--- src/rtl/pcont_perfcnt_pkg.sv ---
// Shared definitions for the performance-counter bank: event select codes,
// register map and control-field bit positions.
package pcont_perfcnt_pkg;

  typedef enum logic [3:0] {
    ESEL_NONE   = 4'd0,
    ESEL_CYCLE  = 4'd1,
    ESEL_INST   = 4'd2,
    ESEL_IMISS  = 4'd3,
    ESEL_ISTALL = 4'd4,
    ESEL_DMISS  = 4'd5,
    ESEL_DSTALL = 4'd6,
    ESEL_DLOAD  = 4'd7,
    ESEL_DSTORE = 4'd8,
    ESEL_DLDST  = 4'd9
  } esel_e;

  localparam logic [2:0] ADDR_GCTL = 3'd0;
  localparam logic [2:0] ADDR_OVF  = 3'd1;
  localparam logic [2:0] ADDR_CTL0 = 3'd2;
  localparam logic [2:0] ADDR_VAL0 = 3'd3;

  localparam int GCTL_GEN = 0;
  localparam int GCTL_FRZ = 1;

  localparam int CTL_ESEL_LSB = 0;
  localparam int CTL_EN       = 4;
  localparam int CTL_IE       = 5;
  localparam int CTL_W        = 6;

  // Counter i owns the CTL/VAL register pair starting at address 2+2i.
  function automatic logic [2:0] ctl_addr(int unsigned idx);
    return ADDR_CTL0 + 3'(2 * idx);
  endfunction

  function automatic logic [2:0] val_addr(int unsigned idx);
    return ADDR_VAL0 + 3'(2 * idx);
  endfunction

endpackage

--- src/rtl/pcont_perfcnt_ctr.sv ---
// One counter slice: control register, value register, event mux and the
// single-cycle wrap pulse consumed by the top-level OVF/FRZ logic.
module pcont_perfcnt_ctr
  import pcont_perfcnt_pkg::*;
#(
  parameter int unsigned CW = 32
) (
  input  logic             clk,
  input  logic             rst_n,
  input  logic             gen_i,
  input  logic [15:0]      evt_i,
  input  logic             ctl_we_i,
  input  logic [CTL_W-1:0] ctl_wdata_i,
  input  logic             val_we_i,
  input  logic [CW-1:0]    val_wdata_i,
  output logic [CTL_W-1:0] ctl_o,
  output logic [CW-1:0]    val_o,
  output logic             wrap_o
);

  logic [CTL_W-1:0] ctl_q, ctl_d;
  logic [CW-1:0]    val_q, val_d;
  logic             inc;

  // The registered CTL governs this cycle; a CTL write only affects later cycles.
  assign inc = gen_i & ctl_q[CTL_EN] & evt_i[ctl_q[CTL_ESEL_LSB +: 4]];

  always_comb begin
    // NOTE: every output of this block gets a default first, so no path leaves
    // a variable unassigned and no latch is inferred.
    ctl_d  = ctl_q;
    val_d  = val_q;
    wrap_o = 1'b0;
    if (ctl_we_i) ctl_d = ctl_wdata_i;
    // A software write to VAL discards a coincident increment and its wrap.
    if (val_we_i) begin
      val_d = val_wdata_i;
    end else if (inc) begin
      val_d  = val_q + CW'(1);
      wrap_o = &val_q;
    end
  end

  // NOTE: sequential state uses non-blocking assignments so every flop samples
  // the pre-edge values regardless of process ordering.
  always_ff @(posedge clk or negedge rst_n) begin
    if (!rst_n) begin
      ctl_q <= '0;
      val_q <= '0;
    end else begin
      ctl_q <= ctl_d;
      val_q <= val_d;
    end
  end

  assign ctl_o = ctl_q;
  assign val_o = val_q;

endmodule

--- src/rtl/pcont_perfcnt.sv ---
// Performance-counter bank top: global control, sticky overflow status,
// registered read port and the overflow interrupt.
module pcont_perfcnt
  import pcont_perfcnt_pkg::*;
#(
  parameter int unsigned NCNT = 2,
  parameter int unsigned CW   = 32
) (
  input  logic        SYSCLK,
  input  logic        RESET_D2_R_N,
  input  logic        CNTINST_R,
  input  logic        CNTIMISS_R,
  input  logic        CNTISTALL_R,
  input  logic        CNTDMISS_R,
  input  logic        CNTDSTALL_R,
  input  logic        CNTDLOAD_R,
  input  logic        CNTDSTORE_R,
  input  logic        RHOLD,
  input  logic        PC_WE,
  input  logic [2:0]  PC_ADDR,
  input  logic [31:0] PC_WDATA,
  output logic [31:0] PC_RDATA,
  output logic        PC_OVF_INT
);

  logic             gen_q, gen_d, frz_q, frz_d;
  logic [NCNT-1:0]  ovf_q, ovf_d;
  logic [31:0]      rdata_q, rdata_d;
  logic [15:0]      evt_vec;
  logic [NCNT-1:0]  wrap, ie;
  logic [CTL_W-1:0] ctl [NCNT];
  logic [CW-1:0]    val [NCNT];

  always_comb begin
    evt_vec              = '0;
    evt_vec[ESEL_CYCLE]  = ~RHOLD;
    evt_vec[ESEL_INST]   = CNTINST_R;
    evt_vec[ESEL_IMISS]  = CNTIMISS_R;
    evt_vec[ESEL_ISTALL] = CNTISTALL_R;
    evt_vec[ESEL_DMISS]  = CNTDMISS_R;
    evt_vec[ESEL_DSTALL] = CNTDSTALL_R;
    evt_vec[ESEL_DLOAD]  = CNTDLOAD_R;
    evt_vec[ESEL_DSTORE] = CNTDSTORE_R;
    evt_vec[ESEL_DLDST]  = CNTDLOAD_R | CNTDSTORE_R;
  end

  for (genvar g = 0; g < NCNT; g++) begin : g_ctr
    pcont_perfcnt_ctr #(.CW(CW)) u_ctr (
      .clk         (SYSCLK),
      .rst_n       (RESET_D2_R_N),
      .gen_i       (gen_q),
      .evt_i       (evt_vec),
      .ctl_we_i    (PC_WE && (PC_ADDR == ctl_addr(g))),
      .ctl_wdata_i (PC_WDATA[CTL_W-1:0]),
      .val_we_i    (PC_WE && (PC_ADDR == val_addr(g))),
      .val_wdata_i (PC_WDATA[CW-1:0]),
      .ctl_o       (ctl[g]),
      .val_o       (val[g]),
      .wrap_o      (wrap[g])
    );
    assign ie[g] = ctl[g][CTL_IE];
  end

  // Hardware events win over software: FRZ clear beats a GEN write, a new
  // overflow beats a W1C of the same bit.
  always_comb begin
    gen_d = gen_q;
    frz_d = frz_q;
    ovf_d = ovf_q;
    if (PC_WE && (PC_ADDR == ADDR_GCTL)) begin
      gen_d = PC_WDATA[GCTL_GEN];
      frz_d = PC_WDATA[GCTL_FRZ];
    end
    if (frz_q && (|wrap)) gen_d = 1'b0;
    if (PC_WE && (PC_ADDR == ADDR_OVF)) ovf_d = ovf_q & ~PC_WDATA[NCNT-1:0];
    ovf_d = ovf_d | wrap;
  end

  always_comb begin
    rdata_d = '0;
    if (PC_ADDR == ADDR_GCTL) begin
      rdata_d[GCTL_GEN] = gen_q;
      rdata_d[GCTL_FRZ] = frz_q;
    end
    if (PC_ADDR == ADDR_OVF) rdata_d[NCNT-1:0] = ovf_q;
    for (int unsigned i = 0; i < NCNT; i++) begin
      if (PC_ADDR == ctl_addr(i)) rdata_d[CTL_W-1:0] = ctl[i];
      if (PC_ADDR == val_addr(i)) rdata_d[CW-1:0]    = val[i];
    end
  end

  always_ff @(posedge SYSCLK or negedge RESET_D2_R_N) begin
    if (!RESET_D2_R_N) begin
      gen_q   <= 1'b0;
      frz_q   <= 1'b0;
      ovf_q   <= '0;
      rdata_q <= '0;
    end else begin
      gen_q   <= gen_d;
      frz_q   <= frz_d;
      ovf_q   <= ovf_d;
      rdata_q <= rdata_d;
    end
  end

  assign PC_RDATA   = rdata_q;
  assign PC_OVF_INT = |(ovf_q & ie);

endmodule
--- config.mk ---
export PLATFORM = sky130hd
export DESIGN_NAME = pcont_perfcnt
export DESIGN_NICKNAME = d
export VERILOG_FILES = /design/src/rtl/pcont_perfcnt_pkg.sv /design/src/rtl/pcont_perfcnt_ctr.sv /design/src/rtl/pcont_perfcnt.sv
export SDC_FILE = /design/constraint.sdc
export NUM_CORES = 1
export LEC_CHECK = 0
export ABC_AREA = 1
export BUFFER_PORTS_ARGS = -buffer_cell sky130_fd_sc_hd__buf_2
export CORE_AREA = 2 2 125 115
export DETAILED_ROUTE_END_ITERATION = 6
export DIE_AREA = 0 0 127 117
export HOLD_SLACK_MARGIN = 0.08
export PLACE_DENSITY = 0.72
export SLEW_MARGIN = 10
export SYNTH_ARGS = -nofsm -noshare
export SYNTH_HDL_FRONTEND = slang
export SYNTH_SLANG_ARGS = --single-unit
export TNS_END_PERCENT = 50
--- constraint.sdc ---
create_clock -name SYSCLK -period 1.6 [get_ports SYSCLK]
set_input_delay 0.16 -clock SYSCLK [delete_from_list [all_inputs] [get_ports SYSCLK]]
set_output_delay 0.16 -clock SYSCLK [all_outputs]
set_load 0.05 [all_outputs]
==> impl_metrics.py <==
metrics = {
    "status": {
        "status": "finished with violations",
        "violations": "setup timing",
    },
    "placement": {
        "pre_cts_ws_ns": -0.122,
        "place_congestion": 1.00,
        "dpl.hpwl_um": 16600,
        "placed_area_mm2": 0.00770,
        "numPortBuffers": 78,
        "dp.cells": 1161,
    },
    "floorplan": {
        "io_pins": 79,
        "die_area_mm2": 0.0149,
        "dieWidth_um": 127,
        "rows": 41,
        "core_area_mm2": 0.0136,
        "start_util": 0.491,
        "die_y_um": 117,
    },
    "sta": {
        "setup_viol": 3,
        "finalSetupTns_ns": -0.119,
        "setup_slack_ns": -0.0724,
        "max_slew_margin": 0.657,
        "slew_viol_final": 0,
        "skew_ns": 0.00928,
        "grt_setup_unrepaired": "yes",
        "hold_viol_final": 0,
        "clock.fmax_ghz": 0.598,
        "period_minus_slack_ns": 1.67,
        "period_share": 1.05,
        "worst_slew_pin_slew_ns": 0.514,
    },
    "cells_and_area": {
        "stdcell_count": 1212,
        "n_fill_cell": 1146,
        "layout-drive-gt1-share": 0.292,
        "seqCellArea_mm2": 0.00281,
        "area_growth_pct": 29.5,
        "multi_input_area_mm2": 0.00370,
        "design_area_mm2": 0.00867,
        "nets": 1083,
        "antenna_cells": 0,
    },
    "logic_synthesis": {
        "synthArstFlopShare": 1.00,
        "seq_area_frac_synth": 0.419,
        "synthCells": 867,
        "syn_nets": 915,
        "synth.area.top_cells": "dfrtp_1 (42%), nand2_1 (16%), xor2_1 (5.5%), inv_1 (4.9%), nand3_1 (4.2%)",
        "synth_cell_types": 44,
        "synth_top_area_share": 0.419,
        "synth-edff-count": 0,
        "yosysTopAreaCell": "dfrtp_1",
        "ys_ff_latch": 112,
        "syn_avg_cell_area_um2": 7.72,
        "synth_ff_type": "dfrtp_1",
        "syn_area_mm2": 0.00670,
        "yosysWarnings": 0,
    },
    "clocking": {
        "clkSinkCount": 112,
        "clk_path_buf_depth": 2,
        "root_buffer": "clkbuf_16",
        "htree_num_levels": 3,
        "clkLatencyLatePin_ns": 0.36,
        "cts_buffers": 9,
        "cts_tree": "yes",
        "cts.clk_slew.worst_paths_ns": 0.08,
    },
    "critical_path": {
        "critPathCaptureType": "flip-flop",
        "crit_required_ns": 1.86,
        "start_kind": "flip-flop",
        "crit_type": "flip-flop to flip-flop",
        "path_max_fanout": 5,
        "arrival_ns": 1.93,
    },
    "drt": {
        "drtIter0Drc": 834,
        "ant_nets": 0,
        "dr_total_vias": 6777,
        "drtPass1Iterations": 6,
        "drc": 0,
        "drt-total-wl_um": 22300,
        "via_per_inst": 5.59,
        "wl_per_cell_um": 18.4,
    },
    "global_route": {
        "grt_max_degree": 37,
        "grtUsageTotal": 0.297,
        "overflow": 0,
        "antenna_found_initial": 0,
        "grt_pass1_wl_um": 33700,
        "grt_pass1_vias": 6242,
    },
    "power_and_ir_drop": {
        "totalPowerFinal_w": 0.0125,
        "p_per_area_mw_per_mm2": 1450,
        "ir_drop_mv": 0.681,
        "leakage_nw": 4.04,
    },
    "flow_run": {
        "cap_viol_max_count": 0,
    },
    "min_path": {
        "hold_class": "primary input to flip-flop",
    },
}
timing repair:
item                                    in CTS  in global routing
gates cloned                                 0                  1
pin swaps                                    3                 20
buffers inserted                             6                 12
hold buffers                                16                  0
hold endpoints to repair                    45                  0
endpoints found under the setup margin       7                 67
resized for setup                            4                102
logic make-up (layout without fill, tap and decap cells):
kind of cell             after synthesis  after routing  share of synthesized area
AND/OR/NAND/NOR                      475            475                      0.322
buffers and inverters                118            291                     0.0755
AO/OA/AOI/OAI                        115            115                      0.122
flip-flops                           112            112                      0.419
XOR/XNOR                              45             45                     0.0589
adder cells (fa/ha/maj)                2              2                    0.00374
flip-flops by register name, summed over array words and instances, names as in the netlist:
name,flops
frz_q,1
g_ctr.u_ctr.val_o,64
ovf_q,2
g_ctr.u_ctr.ctl_o,12
gen_q,1
PC_RDATA,32
stage by stage:
step / utilization / hold slack [ns]
global placement: 0.564 / 0.155
finish: 0.635 / 0.0841
floorplan: - / -0.136
CTS: 0.601 / 0.0850
global route: 0.635 / 0.0924
detailed placement: 0.564 / 0.159
synth_stat cells, drive strengths merged, types with 3 or more instances:
master and n:
nand2 296, dfrtp 112, inv 96, nor2 77
nand3 63, xor2 42, o21ai 38, o211ai 37
o22ai 22, nor3 20, buf 13, nand4 12
clkbuf 8, o221ai 6, a21oi 4, o2111ai 4
or2 3, xnor2 3
layout make-up:
cell class | instances | area share
flip-flops and latches | 112 | 0.325
multi-input cells | 637 | 0.427
well taps | 172 | 0.0248
inverters | 97 | 0.0437
repair buffers | 178 | 0.148
clock buffers | 12 | 0.0284
clock inverters | 4 | 0.00346
worst paths after layout:
path	startpoint	end	slack, ns	cells past startpoint
worst max-delay path	g_ctr[1].u_ctr.val_o[1]	gen_q	-0.07	8
min in group asynchronous	RESET_D2_R_N	PC_RDATA[0]	0.31	2
worst max register to register	g_ctr[1].u_ctr.val_o[1]	gen_q	-0.07	8
max in group asynchronous	RESET_D2_R_N	g_ctr[0].u_ctr.val_o[2]	0.65	3
worst min register to register	frz_q	gen_q	0.50	1
worst min-delay path	PC_WDATA[17]	g_ctr[1].u_ctr.val_o[17]	0.08	3
per-layer routing:
layer  vias up  GRT usage  wire [um]
li1       3166          -          -
met2       327      0.447       9930
met5         -          0          0
met1      3260      0.435       9770
met4         0     0.0674        318
met3        24     0.0773       2270
worst max-delay path, stage by stage, from the launching register on:
cell     delay, ns
dfrtp_1       0.37
ha_2          0.22
nand2_4       0.07
nor2_4        0.19
nand3_4       0.12
nor3_2        0.15
nand4_1       0.23
nand2_1       0.16
a21oi_2       0.06
where the power goes:
part	total (W)	switching, W	leakage [nW]	internal [W]
Clock	0.00218	0.00108	0.121	0.00110
Combinational	0.00549	0.00331	2.49	0.00218
Sequential	0.00487	0.00104	1.43	0.00382
Total	0.0125	0.00543	4.04	0.00711
layout by cell type (no fill, tap or decap), types with 8 or more instances in the layout:
master	synthesis	routed
dlygate4sd3_1	0	16
buf_2	5	77
nor3_2	0	8
nand3_2	5	10
nand2_2	7	21
nor2_1	63	51
o211ai_2	13	13
nand3_1	56	47
buf_4	2	73
nor2_2	5	11
o211ai_1	24	24
o21ai_0	31	25
nor3_1	20	11
o21ai_1	7	12
nand2_1	285	268
o22ai_1	22	20
nand4_1	11	11
xor2_1	42	40
dfrtp_2	0	8
inv_2	8	9
inv_1	87	82
clkbuf_16	0	10
nor2_4	6	12
dfrtp_1	112	104
No activity file was read; power rests on OpenSTA's default activity.
